--- config.mk ---
export PLATFORM = sky130hd
export DESIGN_NAME = uart_comm
export DESIGN_NICKNAME = d
export VERILOG_FILES = /design/src/rtl/uart_pkg.sv /design/src/rtl/uart.sv /design/src/rtl/uart_comm.sv
export SDC_FILE = /design/constraint.sdc
export NUM_CORES = 1
export LEC_CHECK = 0
export CAP_MARGIN = 15
export CORE_MARGIN = 2
export CORE_UTILIZATION = 29
export CTS_BUF_LIST = sky130_fd_sc_hd__clkbuf_2
export DETAILED_ROUTE_END_ITERATION = 6
export PLACE_DENSITY = 0.45
export SYNTH_ARGS = -nofsm -noshare
export SYNTH_HDL_FRONTEND = slang
export SYNTH_SLANG_ARGS = --single-unit
--- constraint.sdc ---
create_clock -name clk -period 3.4 [get_ports clk]
set_input_delay 0.68 -clock clk [delete_from_list [all_inputs] [get_ports clk]]
set_output_delay 0.68 -clock clk [all_outputs]
set_load 0.05 [all_outputs]
--- src/rtl/uart_pkg.sv ---
// Shared constants and types for the UART command receiver/transmitter.
// Latency: none (declarations only).
// Backpressure: none (declarations only).
package uart_pkg;

  // 50 MHz core clock at 19200 baud.
  localparam int BAUD_DIV_DEFAULT = 2604;

  // Bytes per assembled command.
  localparam int CMD_BYTES = 3;

  // Command assembler: which command byte the next received byte fills.
  typedef enum logic [1:0] {
    WAIT_B1 = 2'd0,
    WAIT_B2 = 2'd1,
    WAIT_B3 = 2'd2
  } asm_state_t;

  typedef enum logic [1:0] {
    RX_IDLE  = 2'd0,
    RX_START = 2'd1,
    RX_DATA  = 2'd2,
    RX_STOP  = 2'd3
  } rx_state_t;

  typedef enum logic [1:0] {
    TX_IDLE  = 2'd0,
    TX_START = 2'd1,
    TX_DATA  = 2'd2,
    TX_STOP  = 2'd3
  } tx_state_t;

  // Assembler successor state after one completed byte.
  function automatic asm_state_t asm_next(input asm_state_t s);
    case (s)
      WAIT_B1: asm_next = WAIT_B2;
      WAIT_B2: asm_next = WAIT_B3;
      default: asm_next = WAIT_B1;
    endcase
  endfunction

endpackage

--- src/rtl/uart.sv ---
// 8N1 serialiser/deserialiser with independent full-duplex RX and TX paths.
// Latency: RX byte flagged at stop-bit mid sample; TX line drives start bit the clock after trmt.
// Backpressure: none; trmt while busy is dropped, rdy is set-dominant over clr_rdy.
module uart
  import uart_pkg::*;
#(
  parameter int BAUD_DIV = BAUD_DIV_DEFAULT
) (
  input  logic       clk,
  input  logic       rst,
  input  logic [7:0] tx_data,
  input  logic       trmt,
  output logic       TX,
  output logic       tx_done,
  input  logic       RX,
  output logic [7:0] rx_data,
  output logic       rdy,
  input  logic       clr_rdy
);

  localparam int CW = $clog2(BAUD_DIV);
  localparam logic [CW-1:0] BIT_LAST  = CW'(BAUD_DIV - 1);
  localparam logic [CW-1:0] HALF_LAST = CW'(BAUD_DIV / 2 - 1);

  // ---------------------------------------------------------------- receive
  logic            rx_meta;
  logic            rx_sync;
  logic            rx_prev;
  rx_state_t       rx_state;
  rx_state_t       rx_nxt;
  logic [CW-1:0]   rx_cnt;
  logic [2:0]      rx_bit;
  logic [7:0]      rx_shift;
  logic            rx_go;
  logic            rx_half;
  logic            rx_tick;

  // Two-flop synchroniser plus a history flop for falling-edge detection; all idle high.
  always_ff @(posedge clk or posedge rst) begin
    if (rst) begin
      rx_meta <= 1'b1;
      rx_sync <= 1'b1;
      rx_prev <= 1'b1;
    end else begin
      rx_meta <= RX;
      rx_sync <= rx_meta;
      rx_prev <= rx_sync;
    end
  end

  // RX state register.
  always_ff @(posedge clk or posedge rst) begin
    if (rst) rx_state <= RX_IDLE;
    else     rx_state <= rx_nxt;
  end

  // RX next state: a start bit that reads high at mid-bit was a glitch.
  always_comb begin
    rx_nxt = rx_state;
    case (rx_state)
      RX_IDLE:  if (rx_go) rx_nxt = RX_START;
      RX_START: if (rx_half) rx_nxt = rx_sync ? RX_IDLE : RX_DATA;
      RX_DATA:  if (rx_tick && rx_bit == 3'd7) rx_nxt = RX_STOP;
      RX_STOP:  if (rx_tick) rx_nxt = RX_IDLE;
      default:  rx_nxt = RX_IDLE;
    endcase
  end

  // RX strobes: start edge, start-bit midpoint, and mid-bit sample points thereafter.
  always_comb begin
    rx_go   = 1'b0;
    rx_half = 1'b0;
    rx_tick = 1'b0;
    case (rx_state)
      RX_IDLE:          rx_go   = rx_prev & ~rx_sync;
      RX_START:         rx_half = (rx_cnt == HALF_LAST);
      RX_DATA, RX_STOP: rx_tick = (rx_cnt == BIT_LAST);
      default:          ;
    endcase
  end

  // RX datapath: after the half-bit alignment, samples land one full bit apart at mid-bit.
  always_ff @(posedge clk or posedge rst) begin
    if (rst) begin
      rx_cnt   <= '0;
      rx_bit   <= '0;
      rx_shift <= '0;
      rx_data  <= '0;
      rdy      <= 1'b0;
    end else begin
      if (rx_go || rx_half || rx_tick) rx_cnt <= '0;
      else if (rx_state != RX_IDLE)     rx_cnt <= rx_cnt + 1'b1;

      if (rx_go) rx_bit <= '0;

      if (rx_tick && rx_state == RX_DATA) begin
        rx_shift <= {rx_sync, rx_shift[7:1]};
        rx_bit   <= rx_bit + 3'd1;
      end

      // A low stop bit is a framing error: the byte is silently dropped.
      if (rx_tick && rx_state == RX_STOP && rx_sync) begin
        rdy     <= 1'b1;
        rx_data <= rx_shift;
      end else if (clr_rdy) begin
        rdy <= 1'b0;
      end
    end
  end

  // --------------------------------------------------------------- transmit
  tx_state_t       tx_state;
  tx_state_t       tx_nxt;
  logic [CW-1:0]   tx_cnt;
  logic [2:0]      tx_bit;
  logic [7:0]      tx_shift;
  logic            tx_load;
  logic            tx_end;

  // TX state register.
  always_ff @(posedge clk or posedge rst) begin
    if (rst) tx_state <= TX_IDLE;
    else     tx_state <= tx_nxt;
  end

  // TX next state: start, eight data bits, stop.
  always_comb begin
    tx_nxt = tx_state;
    case (tx_state)
      TX_IDLE:  if (tx_load) tx_nxt = TX_START;
      TX_START: if (tx_end) tx_nxt = TX_DATA;
      TX_DATA:  if (tx_end && tx_bit == 3'd7) tx_nxt = TX_STOP;
      TX_STOP:  if (tx_end) tx_nxt = TX_IDLE;
      default:  tx_nxt = TX_IDLE;
    endcase
  end

  // TX strobes: accept only while idle; bit boundary when the divider wraps.
  always_comb begin
    tx_load = 1'b0;
    tx_end  = 1'b0;
    case (tx_state)
      TX_IDLE: tx_load = trmt;
      default: tx_end  = (tx_cnt == BIT_LAST);
    endcase
  end

  // TX datapath: TX is registered so each bit holds exactly BAUD_DIV clocks.
  always_ff @(posedge clk or posedge rst) begin
    if (rst) begin
      tx_cnt   <= '0;
      tx_bit   <= '0;
      tx_shift <= '0;
      TX       <= 1'b1;
      tx_done  <= 1'b0;
    end else if (tx_load) begin
      tx_shift <= tx_data;
      tx_cnt   <= '0;
      tx_bit   <= '0;
      TX       <= 1'b0;
      tx_done  <= 1'b0;
    end else if (tx_state != TX_IDLE) begin
      if (!tx_end) begin
        tx_cnt <= tx_cnt + 1'b1;
      end else begin
        tx_cnt <= '0;
        case (tx_state)
          TX_START: begin
            TX       <= tx_shift[0];
            tx_shift <= tx_shift >> 1;
          end
          TX_DATA: begin
            if (tx_bit == 3'd7) begin
              TX <= 1'b1;
            end else begin
              TX       <= tx_shift[0];
              tx_shift <= tx_shift >> 1;
              tx_bit   <= tx_bit + 3'd1;
            end
          end
          TX_STOP: tx_done <= 1'b1;
          default: ;
        endcase
      end
    end
  end

endmodule

--- src/rtl/uart_comm.sv ---
// UART command front end: assembles three received bytes into a 24-bit command.
// Latency: cmd_rdy rises the clock after the third byte is flagged by the UART.
// Backpressure: none; a new first byte overwrites cmd[23:16] and drops cmd_rdy.
module uart_comm
  import uart_pkg::*;
#(
  parameter int BAUD_DIV = BAUD_DIV_DEFAULT
) (
  input  logic                   clk,
  input  logic                   rst,
  input  logic                   clr_cmd_rdy,
  input  logic                   trmt,
  input  logic [7:0]             tx_data,
  input  logic                   RX,
  output logic                   cmd_rdy,
  output logic [CMD_BYTES*8-1:0] cmd,
  output logic                   tx_done,
  output logic                   TX
);

  logic [7:0] rx_byte;
  logic       byte_rdy;
  asm_state_t state;
  asm_state_t state_nxt;
  logic       ld_b1;
  logic       ld_b2;
  logic       ld_b3;

  // rdy is acknowledged immediately, so byte_rdy is a one-clock pulse per byte.
  uart #(
    .BAUD_DIV(BAUD_DIV)
  ) u_uart (
    .clk     (clk),
    .rst     (rst),
    .tx_data (tx_data),
    .trmt    (trmt),
    .TX      (TX),
    .tx_done (tx_done),
    .RX      (RX),
    .rx_data (rx_byte),
    .rdy     (byte_rdy),
    .clr_rdy (byte_rdy)
  );

  // Assembler state register.
  always_ff @(posedge clk or posedge rst) begin
    if (rst) state <= WAIT_B1;
    else     state <= state_nxt;
  end

  // Next state: a completing byte advances from the current slot even if the
  // consumer is acknowledging; otherwise the acknowledge realigns to byte 1.
  always_comb begin
    state_nxt = state;
    if (byte_rdy)         state_nxt = asm_next(state);
    else if (clr_cmd_rdy) state_nxt = WAIT_B1;
  end

  // Output decode: which command slot the arriving byte loads.
  always_comb begin
    ld_b1 = byte_rdy && (state == WAIT_B1);
    ld_b2 = byte_rdy && (state == WAIT_B2);
    ld_b3 = byte_rdy && (state == WAIT_B3);
  end

  // Command register and ready flag; completing the third byte beats the acknowledge.
  always_ff @(posedge clk or posedge rst) begin
    if (rst) begin
      cmd     <= '0;
      cmd_rdy <= 1'b0;
    end else begin
      if (ld_b1) cmd[23:16] <= rx_byte;
      if (ld_b2) cmd[15:8]  <= rx_byte;
      if (ld_b3) cmd[7:0]   <= rx_byte;

      if (ld_b3)                        cmd_rdy <= 1'b1;
      else if (clr_cmd_rdy || byte_rdy) cmd_rdy <= 1'b0;
    end
  end

endmodule

==> metrics.txt <==
total iterations of the first detailed-routing run 4; GPL Wtd Cong 0.791; dpl hpwl 5.82 mm; Worst Setup Path Type reg2out; sequential-to-total area share from yosys stat 0.543; Slew @ Worst Pin 781 ps; RSZ-0062 raised after global routing no; layout cells sized above 1 0.189; post-synth cell types 64; crit path max fanout 2; clock skew 35.7 ps; Required @ worst endpoint 2720 ps; Routed WL 8.30 mm; TritonCTS clock tree done; max-slew violations 0; Filler cells 1370; ys async rst share 1.00; Worst Path Buf+Inv 1; Die W 124 um; # rows 43; FF+latch count, synth 91; Area growth, synth to finish 16.3%; initial antenna violation count 0; Routed Antenna Nets 0; cell count after synthesis 349; Post-synth EDFFs 0; htree depth 3; critical path launch point type flop; DR DRC count 0; Setup TNS 0 ps; R2R cell count 6; Yosys top cell by area dfrtp_1; Avg Cell Area, Syn 12.0 um^2; Power Dens Cells 409 nW/um^2; GRT Overall Usage 0.114; met1 Track Usage GR 0.151; GR Util met2 0.176; Syn Std Cell Area 4200 um^2; postcts setup bufs 0; ant diodes 0; run status finished clean; MaxCap Viol Count 0; drt wl/cell 14.4 um; Via density 4.82; grt total ovfl 0; most common cell after layout, fill and taps aside dfrtp_1; number of global-route vias before repair 2789; core area 14000 um^2; DR iter-0 viols 139; buffer depth of the longest clock path 2; Synth Flop Type dfrtp_1; largest net degree at the start of global routing 51; Finish-stage setup viols 0; Hold Path Class in2async; Period Utilization, post-route 0.788; Synth area leaders dfrtp_1 (52%), mux2_2 (11%), ha_1 (3.3%), nand2_1 (2.7%), dfstp_2 (2.5%); net count after synthesis 373; clock sinks 91; Worst-Skew Late Latency 600 ps; first-pass GRT wire length 14.4 mm; clock transition at the registers of the reported paths 280 ps; die area 15500 um^2; Post-Place Worst Slack 1040 ps; leakage 2.21 nW; layout net count 415; Initial Util 0.299; Worst VDD drop 135 uV; CP endpoint kind primary output; met3 Use GR 0.0249; Buffers on Ports 39; I/O pin total 40; top-area cell type share of the netlist area 0.518; Max stage delay on crit path 810 ps; PostCTS Resize Cnt 0; crit path cell chain clkdlybuf4s50_1; Die Y 124 um; crit path time final 2680 ps; Num CTS Buffers 9; setup slack after layout 722 ps; clock root buffer clkbuf_2; FMAX 373 MHz; Slew headroom 0.479; Critical Path AT 2000 ps; commonest non-fill, non-tap cells in the layout dfrtp_1 (87), mux2_2 (40), clkdlybuf4s50_1 (39), nand2_1 (30), nor2_1 (18); final hold violations 0; Yosys Warn Count 0; via count 2775; delay-heaviest family, CP buffers and inverters; WP depth 1; critical path's slowest cell clkdlybuf4s50_1; CTS Hold Bufs 0; Most Crowded Layer GR met2
## where the power goes
group | internal (mW) | switching, mW | leakage, nW
combinational | 0.0826 | 0.0909 | 0.957
clock | 0.192 | 0.420 | 0.0789
sequential | 1.13 | 0.0837 | 1.17
## cell families (layout without fill, tap and decap cells)
| group | count (synthesis) | count (layout) | share of synthesized area |
|---|---|---|---|
| compound gates | 55 | 55 | 0.0893 |
| xor+xnor | 13 | 13 | 0.0271 |
| fa+ha+maj | 11 | 11 | 0.0327 |
| buf+inv | 21 | 68 | 0.0298 |
| flops | 91 | 91 | 0.543 |
| mux | 47 | 47 | 0.124 |
| simple gates | 111 | 111 | 0.154 |
## per-layer routing
metal | up-vias | wire (um)
met1 | 1374 | 3990
li1 | 1354 | -
met5 | - | 0
met3 | 11 | 247
met4 | 0 | 162
met2 | 36 | 3900
## worst paths after layout
path | end | slack [ps] | start
min in group clk | u_uart.rx_sync$_DFF_PP1_ | 380 | u_uart.rx_meta$_DFF_PP1_
max | TX | 720 | u_uart.TX$_DFFE_PP1P_
max reg2reg | u_uart.tx_shift[5]$_DFFE_PP0P_ | 1020 | u_uart.tx_state[0]$_DFFE_PP0P_
max in group asynchronous | u_uart.rx_data[4]$_DFFE_PP0P_ | 2250 | rst
min | u_uart.rx_cnt[7]$_DFFE_PP0P_ | 300 | rst
min reg2reg | u_uart.rx_sync$_DFF_PP1_ | 380 | u_uart.rx_meta$_DFF_PP1_
## area by class of cell
type                    instances  area (um^2)  area share
clock buffers                   9         45.0     0.00921
clock inverters                 7         88.8      0.0182
repair buffers                 42          413      0.0845
flip-flops and latches         91         2280       0.467
multi-input cells             237         1800       0.367
well taps                     180          225      0.0461
inverters                      10         38.8     0.00793
## synthesized netlist by cell type, drive strengths merged, types with 2 or more instances
| cell type | count |
|---|---|
| or4 | 3 |
| a21oi | 12 |
| nand2b | 3 |
| ha | 11 |
| nor2b | 4 |
| dfrtp | 87 |
| clkbuf | 6 |
| nand3 | 10 |
| a2111oi | 4 |
| inv | 10 |
| nor4b | 2 |
| nand3b | 6 |
| o2111ai | 2 |
| and2 | 3 |
| nor4 | 2 |
| dfstp | 4 |
| nor3 | 2 |
| nand2 | 30 |
| a221o | 5 |
| buf | 3 |
| mux2i | 6 |
| a211oi | 3 |
| o21ai | 14 |
| nand4 | 9 |
| xnor2 | 9 |
| and3 | 8 |
| nor2 | 20 |
| o31ai | 2 |
| mux2 | 41 |
| or2 | 2 |
| o22ai | 2 |
| xor2 | 4 |
## per-stage QoR
stage          hold slack [ps]  power (mW)  utilization  cells  instance area (um^2)
4_1_cts                    261        2.03        0.348    576                  4890
3_3_place_gp               347        1.40        0.339    560                  4750
6_report                   296        2.00        0.348    576                  4890
2_1_floorplan              345        1.34            -    349                  4200
3_5_place_dp               347        1.40        0.339    560                  4750
5_1_grt                    268        2.13        0.348    576                  4890
## flip-flops by register name, indices dropped and copies added, names as in the netlist, 2 cells and up, named ones only
signal,cells
u_uart.tx_shift,8
u_uart.tx_state,2
u_uart.rx_data,8
u_uart.tx_cnt,12
state,2
u_uart.tx_bit,3
u_uart.rx_shift,8
u_uart.rx_bit,3
cmd,24
u_uart.rx_cnt,12
(Power assumes the default switching activity.)
